[src/rtl/hex_seg_capture.sv]
// hex_seg_capture: captures a pair of 7-segment digits, debounces
// them and presents the decoded byte over a valid/ready handshake.
module hex_seg_capture #(
    parameter int unsigned STABLE_CYCLES = 4
) (
    input  logic       clk,
    input  logic       rst_n,
    input  logic [6:0] hex0_in,
    input  logic [6:0] hex1_in,
    input  logic       ready,
    output logic [7:0] value,
    output logic       valid,
    output logic       err,
    output logic       overrun
);

    localparam logic [7:0] STABLE    = 8'(STABLE_CYCLES);
    localparam logic [7:0] STABLE_M1 = 8'(STABLE_CYCLES - 1);

    typedef enum logic {
        EMPTY = 1'b0,
        FULL  = 1'b1
    } state_t;

    state_t      state_q;
    state_t      state_d;
    logic [13:0] sync1;
    logic [13:0] sync2;
    logic [13:0] prev;
    logic [13:0] last;
    logic        has_last;
    logic [7:0]  cnt;
    logic        changed;
    logic        accept;
    logic        good;
    logic        overrun_d;
    logic [4:0]  dec0;
    logic [4:0]  dec1;

    // Returns {decodable, nibble} for one active-low segment pattern.
    function automatic logic [4:0] decode(input logic [6:0] raw);
        logic [4:0] r;
        r = 5'b0_0000;
        case (~raw)
            7'b0111111: r = 5'h10;
            7'b0000110: r = 5'h11;
            7'b1011011: r = 5'h12;
            7'b1001111: r = 5'h13;
            7'b1100110: r = 5'h14;
            7'b1101101: r = 5'h15;
            7'b1111101: r = 5'h16;
            7'b0000111: r = 5'h17;
            7'b1111111: r = 5'h18;
            7'b1100111: r = 5'h19;
            7'b1110111: r = 5'h1A;
            7'b1111100: r = 5'h1B;
            7'b0111001: r = 5'h1C;
            7'b1011110: r = 5'h1D;
            7'b1111001: r = 5'h1E;
            7'b1110001: r = 5'h1F;
            default:    r = 5'h00;
        endcase
        return r;
    endfunction

    assign changed = (sync2 != prev);
    assign dec0    = decode(sync2[6:0]);
    assign dec1    = decode(sync2[13:7]);
    assign accept  = !changed && (cnt == STABLE_M1) &&
                     (!has_last || (sync2 != last));
    assign good    = accept && dec0[4] && dec1[4];
    assign valid   = (state_q == FULL);

    // Two-flop synchronizer; blank (all ones) out of reset.
    always_ff @(posedge clk or negedge rst_n) begin
        if (!rst_n) begin
            sync1 <= '1;
            sync2 <= '1;
            prev  <= '1;
        end else begin
            sync1 <= {hex1_in, hex0_in};
            sync2 <= sync1;
            prev  <= sync2;
        end
    end

    // Stability counter: clears on any change, saturates at STABLE.
    always_ff @(posedge clk or negedge rst_n) begin
        if (!rst_n) begin
            cnt <= '0;
        end else if (changed) begin
            cnt <= '0;
        end else if (cnt != STABLE) begin
            cnt <= cnt + 8'd1;
        end
    end

    // Last accepted pair; forgotten once a different pair shows up so
    // the original can be accepted again after it returns.
    always_ff @(posedge clk or negedge rst_n) begin
        if (!rst_n) begin
            last     <= '1;
            has_last <= 1'b0;
        end else if (accept) begin
            last     <= sync2;
            has_last <= 1'b1;
        end else if (changed) begin
            has_last <= 1'b0;
        end
    end

    // Output state register.
    always_ff @(posedge clk or negedge rst_n) begin
        if (!rst_n) begin
            state_q <= EMPTY;
        end else begin
            state_q <= state_d;
        end
    end

    // Next state and overrun detection.
    always_comb begin
        state_d   = state_q;
        overrun_d = 1'b0;
        unique case (state_q)
            EMPTY: begin
                if (good) begin
                    state_d = FULL;
                end
            end
            FULL: begin
                if (good) begin
                    overrun_d = !ready;
                end else if (ready) begin
                    state_d = EMPTY;
                end
            end
        endcase
    end

    // Value register and one-cycle status pulses.
    always_ff @(posedge clk or negedge rst_n) begin
        if (!rst_n) begin
            value   <= '0;
            err     <= 1'b0;
            overrun <= 1'b0;
        end else begin
            if (good) begin
                value <= {dec1[3:0], dec0[3:0]};
            end
            err     <= accept && !(dec0[4] && dec1[4]);
            overrun <= overrun_d;
        end
    end

endmodule

[config.mk]
export PLATFORM = sky130hd
export DESIGN_NAME = hex_seg_capture
export DESIGN_NICKNAME = d
export VERILOG_FILES = /design/src/rtl/hex_seg_capture.sv
export SDC_FILE = /design/constraint.sdc
export NUM_CORES = 1
export LEC_CHECK = 0
export CELL_PAD_IN_SITES_DETAIL_PLACEMENT = 0
export CELL_PAD_IN_SITES_GLOBAL_PLACEMENT = 1
export CORE_MARGIN = 2
export CORE_UTILIZATION = 46
export CTS_CLUSTER_SIZE = 24
export DETAILED_ROUTE_END_ITERATION = 7
export PLACE_DENSITY_LB_ADDON = 0.1
export SLEW_MARGIN = 20
export SYNTH_ARGS = -nofsm -noshare
export SYNTH_HDL_FRONTEND = slang
export SYNTH_SLANG_ARGS = --single-unit
[constraint.sdc]
create_clock -name clk -period 3.1 [get_ports clk]
set_clock_uncertainty 0.05 [all_clocks]
set_input_delay 0.465 -clock clk [delete_from_list [all_inputs] [get_ports clk]]
set_output_delay 0.465 -clock clk [all_outputs]
set_load 0.02 [all_outputs]
# == Word level (Yosys, flattened, before mapping) ==
# Cells that the tools add are included.
# word_totals
in_bits,17
regBits,76
word_cells,75
# classes
n_mux,12
n_reduce_logical,13
n_addsub,1
bitwise,3
n_eq_ne,36
# ops
cell,count
"equality test 7 bit, second input constant",24
case mux 5 bit (16 select lines),2
"equality test 7 x 3 -> 1 bit, second input constant",4
"equality test 7 x 6 -> 1 bit, second input constant",4
!= test 14 bit,2
2-to-1 mux 8 bit,2
NOT 7 bit,2
"adder 8 x 1 -> 8 bit, second input constant",1
"equality test 8 x 2 -> 1 bit, second input constant",1
"!= test 8 x 3 -> 1 bit, second input constant",1
2-to-1 mux 1 bit,7
logical AND 1 bit,6
logical NOT 1 bit,4
nonzero test 2 bit,2
case mux 1 bit (2 select lines),1
logical OR 1 bit,1
NOT 1 bit,1

# == Logic depth before layout (Yosys ltp) ==
# depth
ltp_word,8
ltp_mapped,8

# == Worst setup path before layout ==
# OpenSTA, ideal clock, no wires.
# synth_timing
path_type,register to register
from,register sync2[10]
to,register last[10]
synth_period_minus_slack_ns,2.576
setup_ns,0.082
setup_slack_ns,0.524
path_stages_with_launch,9
required_time_ns,2.968
arrival_ns,2.444
n_path_buf,3
cell_sequence,dfstp_2 clkbuf_1 xor2_1 nor4_1 nand4_1 buf_2 nor3_1 buf_2 mux2_2
# synth_via
elab_chain_len,4
elab_cells_between_ends,6
classes_between,2 x eq/ne; 4 x reduce/logical
# synth_lines
item,line_no,rtl
"start, declared",28,logic [13:0] sync2;
"start signal, assigned",82,sync2 <= sync1;
!= test 14 bit,66,assign changed = (sync2 != prev);
logical NOT 1 bit,69,assign accept = !changed && (cnt == STABLE_M1) &&
logical AND 1 bit (2 in series),69,
"end signal, assigned",105,last <= sync2;
"end, declared",30,logic [13:0] last;
# Several ways; a longest one is shown, not always the timed one.
# A chain may end at the register's enable or synchronous reset.

# == Worst setup path after layout ==
# layout_timing
from,register sync2[10]
to,register value[5]
# layout_via
elab_chain_len,6
elab_cells_between_ends,26
classes_between,18 x eq/ne; 1 x mux; 1 x bitwise; 6 x reduce/logical
# layout_lines
item,line_no,rtl
"parallel branches: the longest is 6 deep, another holds case mux 5 bit (16 select lines)",--,
"end signal, assigned",149,"value <= {dec1[3:0], dec0[3:0]};"
"end, declared",11,"output logic [7:0] value,"
# Parallel ways; which one is timed is not known.

==> results.md <==
* Sequential element share of the synthesized area at 0.5661
* Global placer's final weighted congestion at 0.8260
* Cell-by-cell listing of the critical path: nor4bb_1, a22oi_1, o21ai_0, nor3_1, nor3_4, mux2_2
* Final critical path time including I/O delays and setup at 2.743 ns
* Total track usage at 0.1584
* Later-pin clock latency in the skew report at 0.34 ns
* Clock transition at the register clock pins on the worst setup and hold paths after CTS at 0.08 ns
* Post-cts resize count at 0
* CTS Root Buffer Type: sky130_fd_sc_hd__clkbuf_8
* Total overflow reported by the global router at 0
* Initial cell density of the core at 0.4777
* Number of antenna violations at the first check in global routing at 0
* Yosys reg bits at 76
* EDFF count, synth at 0
* Routed Wire Length at 6088 um
* Clock buffers created by TritonCTS at 9
* WS Path Type: reg -> reg
* Hold slack final at 0.1862 ns
* Type of element capturing the critical path: register
* Top-level I/O count at 28
* Summed area of non-filler cells in the final layout at 4013 sq um
* Number of global-route vias before repair at 2,098
* Die Wd at 91.02 um
* Transition time at the pin with the least slew margin at 0.8877 ns
* Largest fanout on the critical path at 18
* Share of the cycle needed by the critical path after routing at 0.8847
* Share of async-settable or async-resettable flops after synthesis at 1.000
* Total power per unit cell area at 479.4 nW/um^2
* Area added between synthesis and finish at 15.19%
* Drt wl/cell at 14.36 um
* First-pass GRT wire length at 10,330 um
* Height of the chip at 91.02 um
* Number of standard cells after synthesis at 300
* Detailed placer's ending HPWL at 3981 um
* Standard-cell rows at 31
* Net Count, Synth at 319
* Achievable Freq at 364.6 MHz
* Fin worst setup slack at 0.3574 ns
* Max Root-Sink Buffers at 2
* Synthesis warning total at 0
* Iter 0 DRT Violations at 127
* Placeable Area at 7292 sq um
* Most used DFF post-synth: sky130_fd_sc_hd__dfstp_2
* Fin Setup TNS at 0 ns
* Avg Cell Area, Syn at 11.61 sq um
* Worst supply voltage drop on vdd at 0.0003928 V
* Startpoint class of the critical path: register
* Layout cells sized above 1 at 0.3108
* Final total power at 1.924 mW
* Cell type of the slowest stage on the worst timing path: sky130_fd_sc_hd__dfstp_2
* Sum of buffers and inverters on the critical path at 0
* Total count of hold-check failures in the final report at 0
* Final layout net count at 339
* Max-slew violations at 0
* Crit path required time at 3.28 ns
* First-pass detailed-route iteration total at 4
* Number of diodes at 0
* Run status: finished clean
* CP max stage delay at 0.75 ns
* Detailed-route DRC error count at 0
* Pre-CTS setup slack at 0.2427 ns
* Number of levels in the clock H-tree at 3
* Count of distinct cell types in the synthesized netlist at 48
* Setup-violating endpoint count in the final report at 0
* Avg Vias per Cell at 5.297
* Via count at 2,246
* Number of hold buffers added after CTS at 0
* Total Die Area at 8285 sq um
* Buffers added on ports at 27
* Relative slew slack at 0.4082
* Class of the worst hold path: in -> async
* Cell area after synthesis at 3483 sq um
* Placed Area at 3817 sq um
* Flop-to-flop setup slack at 0.36 ns
* Cell leakage power at 1.564 nW
* Cell type group with the largest total delay on the critical path: simple AND/OR/NAND/NOR gates
* CTS tree: done
* Arrival time reported for the critical path endpoint at 2.92 ns
* DRT antenna net count at 0
* Number of max-cap violations at 0
* Largest net degree at the start of global routing at 77
* RSZ-0062 raised after global routing: false
* CTS Sinks at 76
## area by class of cell
class / instances / area (sq um)
flip-flops and latches: 76 / 1972
well taps: 99 / 123.9
clock inverters: 5 / 42.54
inverters: 6 / 22.52
repair buffers: 31 / 297.8
clock buffers: 11 / 152.6
fillers: 662 / 3279
multi-input cells: 196 / 1401
## registers in the layout (all words and copies together), names as in the netlist
| register | cells |
|---|---|
| last | 14 |
| prev | 14 |
| sync1 | 14 |
| sync2 | 14 |
| cnt | 8 |
| value | 8 |
| err | 1 |
| has_last | 1 |
| overrun | 1 |
| valid | 1 |
## per-layer routing
metal	track usage	wire length, um
met1	0.2319	2980
met2	0.2265	2744
met5	0	0
met3	0.04232	309
met4	0.05682	53
## what timing repair did
| item | 4_1_cts | 5_1_grt |
|---|---|---|
| endpoints found under the hold margin | 0 | 0 |
| endpoints found under the setup margin | 0 | 1 |
| buffers inserted | 0 | 0 |
## power by group
| part | internal (mW) | leakage (nW) | switching (mW) | total (mW) |
|---|---|---|---|---|
| logic | 0.0575 | 0.603 | 0.0555 | 0.113 |
| registers | 1.04 | 0.866 | 0.0476 | 1.09 |
| clock network | 0.348 | 0.0957 | 0.372 | 0.720 |
| total | 1.45 | 1.56 | 0.475 | 1.92 |
## cell usage in the layout (no fill, tap or decap), types with 2 or more instances in the layout
cell type / n
sky130_fd_sc_hd__and3_1: 4
sky130_fd_sc_hd__clkinv_4: 2
sky130_fd_sc_hd__or4_1: 2
sky130_fd_sc_hd__nor3b_1: 5
sky130_fd_sc_hd__nand3_1: 10
sky130_fd_sc_hd__dfstp_2: 56
sky130_fd_sc_hd__and2_1: 2
sky130_fd_sc_hd__a32o_1: 3
sky130_fd_sc_hd__o21ai_0: 8
sky130_fd_sc_hd__clkdlybuf4s50_1: 26
sky130_fd_sc_hd__dfrtp_1: 20
sky130_fd_sc_hd__and3b_1: 2
sky130_fd_sc_hd__o221ai_1: 2
sky130_fd_sc_hd__a21oi_1: 9
sky130_fd_sc_hd__xor2_1: 19
sky130_fd_sc_hd__nor3_1: 7
sky130_fd_sc_hd__o22ai_1: 2
sky130_fd_sc_hd__clkbuf_8: 9
sky130_fd_sc_hd__mux2_2: 21
sky130_fd_sc_hd__nor4bb_1: 2
sky130_fd_sc_hd__nor4_1: 4
sky130_fd_sc_hd__nand3b_1: 3
sky130_fd_sc_hd__xnor2_1: 16
sky130_fd_sc_hd__a32oi_1: 2
sky130_fd_sc_hd__nand4_1: 5
sky130_fd_sc_hd__inv_6: 2
sky130_fd_sc_hd__inv_1: 6
sky130_fd_sc_hd__nor2_1: 27
sky130_fd_sc_hd__nand2b_1: 6
sky130_fd_sc_hd__o31ai_1: 3
sky130_fd_sc_hd__a22oi_1: 2
sky130_fd_sc_hd__or3_1: 3
sky130_fd_sc_hd__nand2_1: 6
sky130_fd_sc_hd__ha_1: 2
sky130_fd_sc_hd__nor2b_1: 4
sky130_fd_sc_hd__buf_4: 5
## stage by stage
step / util / cells
after detailed placement: 0.5235 / 408
after CTS: 0.5503 / 424
after global placement: 0.5235 / 408
after global routing: 0.5503 / 424
after floorplan: - / 300
final: 0.5503 / 424
## synth_stat cells, drive strengths merged, types with 2 or more instances
cell    instances  share of area
o22ai           2         0.0036
nor2b           4         0.0072
or3             3         0.0054
dfstp          56           0.42
buf             4         0.0057
xnor2          16          0.040
a22oi           2         0.0043
nor2           27          0.029
or4             2         0.0043
nor3            8          0.015
a32oi           2         0.0050
nor4            4         0.0072
and3            4         0.0072
a21oi           9          0.013
xor2           19          0.048
nand3          10          0.014
mux2           21          0.068
o21ai           8          0.011
nor3b           5          0.011
dfrtp          20           0.14
and2            2         0.0036
ha              2         0.0072
nor4bb          2         0.0057
a32o            3         0.0086
o221ai          2         0.0050
o31ai           3         0.0065
nand3b          3         0.0065
nand2           6         0.0065
nand2b          6          0.011
clkbuf         18          0.019
nand4           5         0.0090
inv             6         0.0065
and3b           2         0.0050
## cell families after synthesis
family,Yosys count,share of synthesized area
buffers and inverters,28,0.03161
muxes,22,0.07076
and+or+nand+nor,97,0.1577
DFF,76,0.5661
adders and majority gates,2,0.007183
xor gates and xnor gates,35,0.08800
AOI/OAI and AO/OA,40,0.07867
## final timing paths
check | start | endpoint | cells past startpoint
setup / recovery | sync2[10]$_DFF_PN1_ | value[5]$_DFFE_PN0P_ | 6
hold / removal | rst_n | value[1]$_DFFE_PN0P_ | 1
setup reg to reg | sync2[10]$_DFF_PN1_ | value[5]$_DFFE_PN0P_ | 6
hold reg to reg | sync1[13]$_DFF_PN1_ | sync2[13]$_DFF_PN1_ | 0
max in group asynchronous | rst_n | cnt[6]$_DFFE_PN0P_ | 1
min in group clk | sync1[13]$_DFF_PN1_ | sync2[13]$_DFF_PN1_ | 0
No activity file was read; power rests on OpenSTA's default activity.
